===== src/rtl/ravenoc_pkg.sv =====
// Shared NI types: CSR request/response bundles and
// the CSR scheduler state and grant encodings.
package ravenoc_pkg;

  localparam int CsrAddrWidth    = 16;
  localparam int CsrSchedTimeout = 16;

  typedef struct packed {
    logic                    valid;
    logic                    rd_or_wr;
    logic [CsrAddrWidth-1:0] addr;
    logic [31:0]             data_in;
  } s_csr_req_t;

  typedef struct packed {
    logic        ready;
    logic        error;
    logic [31:0] data_out;
  } s_csr_resp_t;

  typedef enum logic [2:0] {
    ST_IDLE,
    ST_ISSUE,
    ST_RD_CAPT,
    ST_WR_RESP,
    ST_RD_RESP
  } csr_sched_st_t;

  typedef enum logic {
    GNT_WR = 1'b0,
    GNT_RD = 1'b1
  } csr_grant_t;

endpackage


===== src/rtl/csr_rr_arb2.sv =====
// Two-requester round-robin arbiter; on a tie the
// side not granted last wins.
module csr_rr_arb2
  import ravenoc_pkg::*;
(
  input  logic clk_axi,
  input  logic arst_axi,
  input  logic req_wr,
  input  logic req_rd,
  input  logic update_en,
  output logic gnt_wr,
  output logic gnt_rd
);

  csr_grant_t last_grant;

  // Grant decision from current requests and history
  always_comb begin
    gnt_wr = 1'b0;
    gnt_rd = 1'b0;
    if (req_wr && req_rd) begin
      gnt_rd = (last_grant == GNT_WR);
      gnt_wr = (last_grant == GNT_RD);
    end else begin
      gnt_wr = req_wr;
      gnt_rd = req_rd;
    end
  end

  // Remember which side won the last accepted grant
  always_ff @(posedge clk_axi) begin
    if (arst_axi) begin
      last_grant <= GNT_WR;
    end else if (update_en && (gnt_wr || gnt_rd)) begin
      last_grant <= gnt_wr ? GNT_WR : GNT_RD;
    end
  end

endmodule


===== src/rtl/axi_csr_sched.sv =====
// Shares the CSR request port between the AXI write
// and read paths, one transaction in flight at a time.
module axi_csr_sched
  import ravenoc_pkg::*;
#(
  parameter int TimeoutCycles = CsrSchedTimeout
) (
  input  logic                    clk_axi,
  input  logic                    arst_axi,
  input  logic                    wr_valid_i,
  output logic                    wr_ready_o,
  input  logic [CsrAddrWidth-1:0] wr_addr_i,
  input  logic [31:0]             wr_data_i,
  output logic                    wr_resp_valid_o,
  input  logic                    wr_resp_ready_i,
  output logic                    wr_resp_err_o,
  input  logic                    rd_valid_i,
  output logic                    rd_ready_o,
  input  logic [CsrAddrWidth-1:0] rd_addr_i,
  output logic                    rd_resp_valid_o,
  input  logic                    rd_resp_ready_i,
  output logic [31:0]             rd_resp_data_o,
  output logic                    rd_resp_err_o,
  output s_csr_req_t              csr_req_o,
  input  s_csr_resp_t             csr_resp_i
);

  localparam int CntW = $clog2(TimeoutCycles) + 1;
  localparam logic [CntW-1:0] CntLast =
    CntW'(TimeoutCycles - 1);

  csr_sched_st_t   state;
  logic [CntW-1:0] to_cnt;
  logic            is_wr;
  logic            idle;
  logic            gnt_wr;
  logic            gnt_rd;

  assign idle = (state == ST_IDLE) && !arst_axi;

  csr_rr_arb2 u_arb (
    .clk_axi   (clk_axi),
    .arst_axi  (arst_axi),
    .req_wr    (wr_valid_i && idle),
    .req_rd    (rd_valid_i && idle),
    .update_en (idle),
    .gnt_wr    (gnt_wr),
    .gnt_rd    (gnt_rd)
  );

  assign wr_ready_o = gnt_wr;
  assign rd_ready_o = gnt_rd;

  // Transaction FSM with registered request/response
  always_ff @(posedge clk_axi) begin
    if (arst_axi) begin
      state           <= ST_IDLE;
      to_cnt          <= '0;
      is_wr           <= 1'b0;
      csr_req_o       <= '0;
      wr_resp_valid_o <= 1'b0;
      wr_resp_err_o   <= 1'b0;
      rd_resp_valid_o <= 1'b0;
      rd_resp_err_o   <= 1'b0;
      rd_resp_data_o  <= '0;
    end else begin
      unique case (state)
        ST_IDLE: begin
          if (gnt_wr || gnt_rd) begin
            is_wr              <= gnt_wr;
            csr_req_o.valid    <= 1'b1;
            csr_req_o.rd_or_wr <= gnt_wr;
            csr_req_o.addr     <= gnt_wr ? wr_addr_i
                                         : rd_addr_i;
            csr_req_o.data_in  <= gnt_wr ? wr_data_i
                                         : '0;
            to_cnt             <= '0;
            state              <= ST_ISSUE;
          end
        end
        ST_ISSUE: begin
          if (csr_resp_i.ready) begin
            csr_req_o <= '0;
            if (is_wr) begin
              wr_resp_valid_o <= 1'b1;
              wr_resp_err_o   <= csr_resp_i.error;
              state           <= ST_WR_RESP;
            end else begin
              state <= ST_RD_CAPT;
            end
          end else if (to_cnt == CntLast) begin
            csr_req_o <= '0;
            if (is_wr) begin
              wr_resp_valid_o <= 1'b1;
              wr_resp_err_o   <= 1'b1;
              state           <= ST_WR_RESP;
            end else begin
              rd_resp_valid_o <= 1'b1;
              rd_resp_err_o   <= 1'b1;
              rd_resp_data_o  <= '0;
              state           <= ST_RD_RESP;
            end
          end else begin
            to_cnt <= to_cnt + 1'b1;
          end
        end
        ST_RD_CAPT: begin
          rd_resp_valid_o <= 1'b1;
          rd_resp_err_o   <= csr_resp_i.error;
          rd_resp_data_o  <= csr_resp_i.error
                             ? '0 : csr_resp_i.data_out;
          state           <= ST_RD_RESP;
        end
        ST_WR_RESP: begin
          if (wr_resp_ready_i) begin
            wr_resp_valid_o <= 1'b0;
            wr_resp_err_o   <= 1'b0;
            state           <= ST_IDLE;
          end
        end
        ST_RD_RESP: begin
          if (rd_resp_ready_i) begin
            rd_resp_valid_o <= 1'b0;
            rd_resp_err_o   <= 1'b0;
            rd_resp_data_o  <= '0;
            state           <= ST_IDLE;
          end
        end
        default: state <= ST_IDLE;
      endcase
    end
  end

endmodule


===== config.mk =====
export PLATFORM = sky130hd
export DESIGN_NAME = axi_csr_sched
export DESIGN_NICKNAME = d
export VERILOG_FILES = /design/src/rtl/ravenoc_pkg.sv /design/src/rtl/csr_rr_arb2.sv /design/src/rtl/axi_csr_sched.sv
export SDC_FILE = /design/constraint.sdc
export NUM_CORES = 1
export LEC_CHECK = 0
export ABC_AREA = 1
export CAP_MARGIN = 0
export CORE_MARGIN = 2
export CORE_UTILIZATION = 42
export CTS_CLUSTER_SIZE = 16
export DETAILED_ROUTE_END_ITERATION = 6
export HOLD_SLACK_MARGIN = 0.15
export PLACE_DENSITY = 0.9
export SKIP_CTS_REPAIR_TIMING = 1
export SYNTH_ARGS = -nofsm -noshare
export SYNTH_HDL_FRONTEND = slang
export SYNTH_HIERARCHICAL = 1
export SYNTH_SLANG_ARGS = --single-unit

===== constraint.sdc =====
create_clock -name clk_axi -period 2.7 [get_ports clk_axi]
set_input_delay 0.54 -clock clk_axi [delete_from_list [all_inputs] [get_ports clk_axi]]
set_output_delay 0.54 -clock clk_axi [all_outputs]
set_load 0.01 [all_outputs]

==> reports/qor.yml, run 1 <==
min_to: "csr_req_o[16]"
fp.dieH_um: 104
ant_nets: 0
core_area_mm2: 0.00968
hold_start: "csr_req_o[16]"
start_kind: "flip-flop"
path_max_fanout: 18
slew_violations: 0
rsz0062_at_grt: "false"
clock_latency_ns: 0.35
crit_family: "simple AND/OR/NAND/NOR gates"
grtUsageTotal_pct: 22.4
final_common_cell: "nand2_1"
hold_path_class: "flip-flop to flip-flop"
combPwrFrac_pct: 49.4
maxCapViolCount: 0
finalSetupTns_ns: 0
power_frac_clock_pct: 15.7
ys_warn_count: 6
use_met2_pct: 39.5
worst-endpoint-required_ns: 2.97
place_area_mm2: 0.00616
crit_arrival_ns: 2.70
path_buf_inv: 4
ctsRootBufferMaster: "clkbuf_8"
design_area_mm2: 0.00639
use_met1_pct: 25.7
setup_viol: 0
avgRoutedWirePerCell_um: 13.4
grt_pass1_vias: 4287
pin_count: 192
ir_worst_vdd_uv: 533
initial_utilization_pct: 43.1
reg2reg_to: "csr_req_o[46]"
numCtsBuffers: 9
synth_top_cell_area_share_pct: 46.1
internal_power_mw: 3.49
fin_crit_sh_pct: 89.8
via_per_inst: 4.93
max_slew_margin_pct: 61.4
drtIter0Drc: 278
power_density_mw_per_mm2: 898
synth_area_per_cell_um2: 6.86
grt_overflow_total: 0
status: "complete, no violations"
p_switching_mw: 2.24
cts.clk_slew.worst_paths_ns: 0.11
drive_gt1_share_pct: 6.22
seqPwrFrac_pct: 34.9
via_count: 4545
hold_path_depth: 2
routabilityCongestion: 0.886
layout_common_cells: "nand2_1 (233), clkdlybuf4s50_1 (188), dfxtp_1 (95)"
synth_edf_count: 0
synth_top_flop_cell: "dfxtp_1"
cts_tree: "built"
place_hpwl_mm: 8.97
grtUsageMet3_pct: 6.23
worstReg2RegStart: "state[2]"
ys_top_cells_by_area: "dfxtp_1 (46%), nand2_1 (21%), a21oi_1 (11%), nand3_1 (5.6%), nor2_1 (5.0%)"
yosysSeqAreaShare_pct: 46.1
tightestPinTransition_ns: 0.579
critPathSlowestCell: "dfxtp_1"
antenna_found_initial: 0
skew_ns: 0.0184
r2r_slack_ns: 0.27
swShare_pct: 39.2
end_kind: "flip-flop"
grt_max_degree: 69
grt_pass1_wl_mm: 19.9
clockBufferDepth: 2
fp-row-count: 36
drc: 0
leakage_nw: 2.49
port_buffers: 191
cts_sinks: 96
async_flop_share_pct: 0
synthesis.area_mm2: 0.00417
crit_type: "flip-flop to flip-flop"
syn2layout_area_growth_pct: 53.2
finalCriticalPeriod_ns: 2.43
die_area_mm2: 0.0107
antenna_cells: 0
grt.busiest_layer: "met2"
finalHoldViolCount: 0
syn_nets: 714
fin_util_pct: 66.0
routed_wl_mm: 12.3
synth_cell_types: 25
fin_nets: 889
die_w_um: 104
slowest_delay_ns: 0.38
max_freq_mhz: 412
htree_levels: 3
rr_worst_depth: 13
ys_seq_elements: 96
synthCells: 608
drt-pass1-iter-count: 5
path_cells: "nor2_4, nand2_1, nor2_2, inv_1, nor2_2, a21boi_2, buf_4, inv_2, nand2_1, nand3_1, inv_2, o211ai_1, a21oi_1"
yosysTopAreaCell: "dfxtp_1"
## metrics by stage
stage	std cells	worst slack, ns	total power, mW	hold WS, ns
after detailed placement	903	0.0939	4.83	0.453
after CTS	919	-0.229	5.74	0.469
after global placement	903	0.147	4.74	0.447
after floorplan	608	0.450	3.67	0.440
final	921	0.274	5.73	0.466
after global routing	921	0.0433	6.14	0.491
## state kept, by name, indices dropped and copies added (netlist names)
register	flops
rd_resp_err_o	1
rd_resp_data_o	32
state	3
wr_resp_err_o	1
csr_req_o	50
to_cnt	5
is_wr	1
rd_resp_valid_o	1
wr_resp_valid_o	1
u_arb/last_grant	1
## synth_stat cells, drive strengths merged, types with 5 or more instances
master	number
a21oi	90
buf	27
clkbuf	13
dfxtp	96
inv	24
nand2	233
nand3	49
nor2	58
o21ai	5
## how the worst max path moves through the flow
stage	start	endpoint	depth (start not counted)
6_report	state[2]	csr_req_o[46]	13
5_1_grt	state[1]	csr_req_o[46]	13
4_1_cts	state[2]	rd_ready_o	7
3_5_place_dp	rd_valid_i	rd_ready_o	5
3_3_place_gp	rd_valid_i	rd_ready_o	5
2_1_floorplan	state[2]	to_cnt[1]	14
## cells by family after synthesis
logic type / count (synthesis) / synth area share (%)
and+or+nand+nor: 346 / 33.6
DFF: 96 / 46.1
AOI/OAI and AO/OA: 100 / 12.4
buffers and inverters: 64 / 7.35
adders and majority gates: 2 / 0.600
## cell type report
class                   count  area (µm²)
multi-input cells         448        1960
clock inverters             6        50.0
inverters                  24        90.1
flip-flops and latches     96        1920
repair buffers            204        2060
well taps                 133         166
clock buffers              10         138
fillers                   764        3300
## power groups by stage
stage | registers (mW) | clock network (mW) | logic, mW
floorplan | 2.16 | 0 | 1.51
global placement | 2.01 | 0 | 2.73
detailed placement | 2.03 | 0 | 2.81
CTS | 2.00 | 0.923 | 2.81
global route | 2.05 | 0.974 | 3.11
finish | 2.00 | 0.898 | 2.83
## per-layer routing
metal	vias up	share of wire [%]
met3	22	8.9
met5	-	0
met1	2025	40
met4	0	2.0
li1	2289	-
met2	209	49
## worst register-to-register path, stage by stage, from the launching register on
cell and delay (ns):
dfxtp_1 0.38, nor2_4 0.19, nand2_1 0.13, nor2_2 0.14
inv_1 0.09, nor2_2 0.14, a21boi_2 0.19, buf_4 0.23
inv_2 0.07, nand2_1 0.06, nand3_1 0.14, inv_2 0.27
o211ai_1 0.17, a21oi_1 0.16
Power figures use the tool's default switching activity.
==> inputs of run 2 (changes only) <==
TNS_END_PERCENT = 10   (was unset)
==> results of run 2 <==
The final DEF is identical to that of run 1; final timing and power are the same.
==> inputs of run 3 (changes only) <==
CTS_BUF_LIST = sky130_fd_sc_hd__clkbuf_8 sky130_fd_sc_hd__clkbuf_16   (was unset)
HOLD_SLACK_MARGIN = 0.03   (was 0.15)
==> results of run 3 <==
The final DEF is identical to that of run 1; final timing and power are the same.
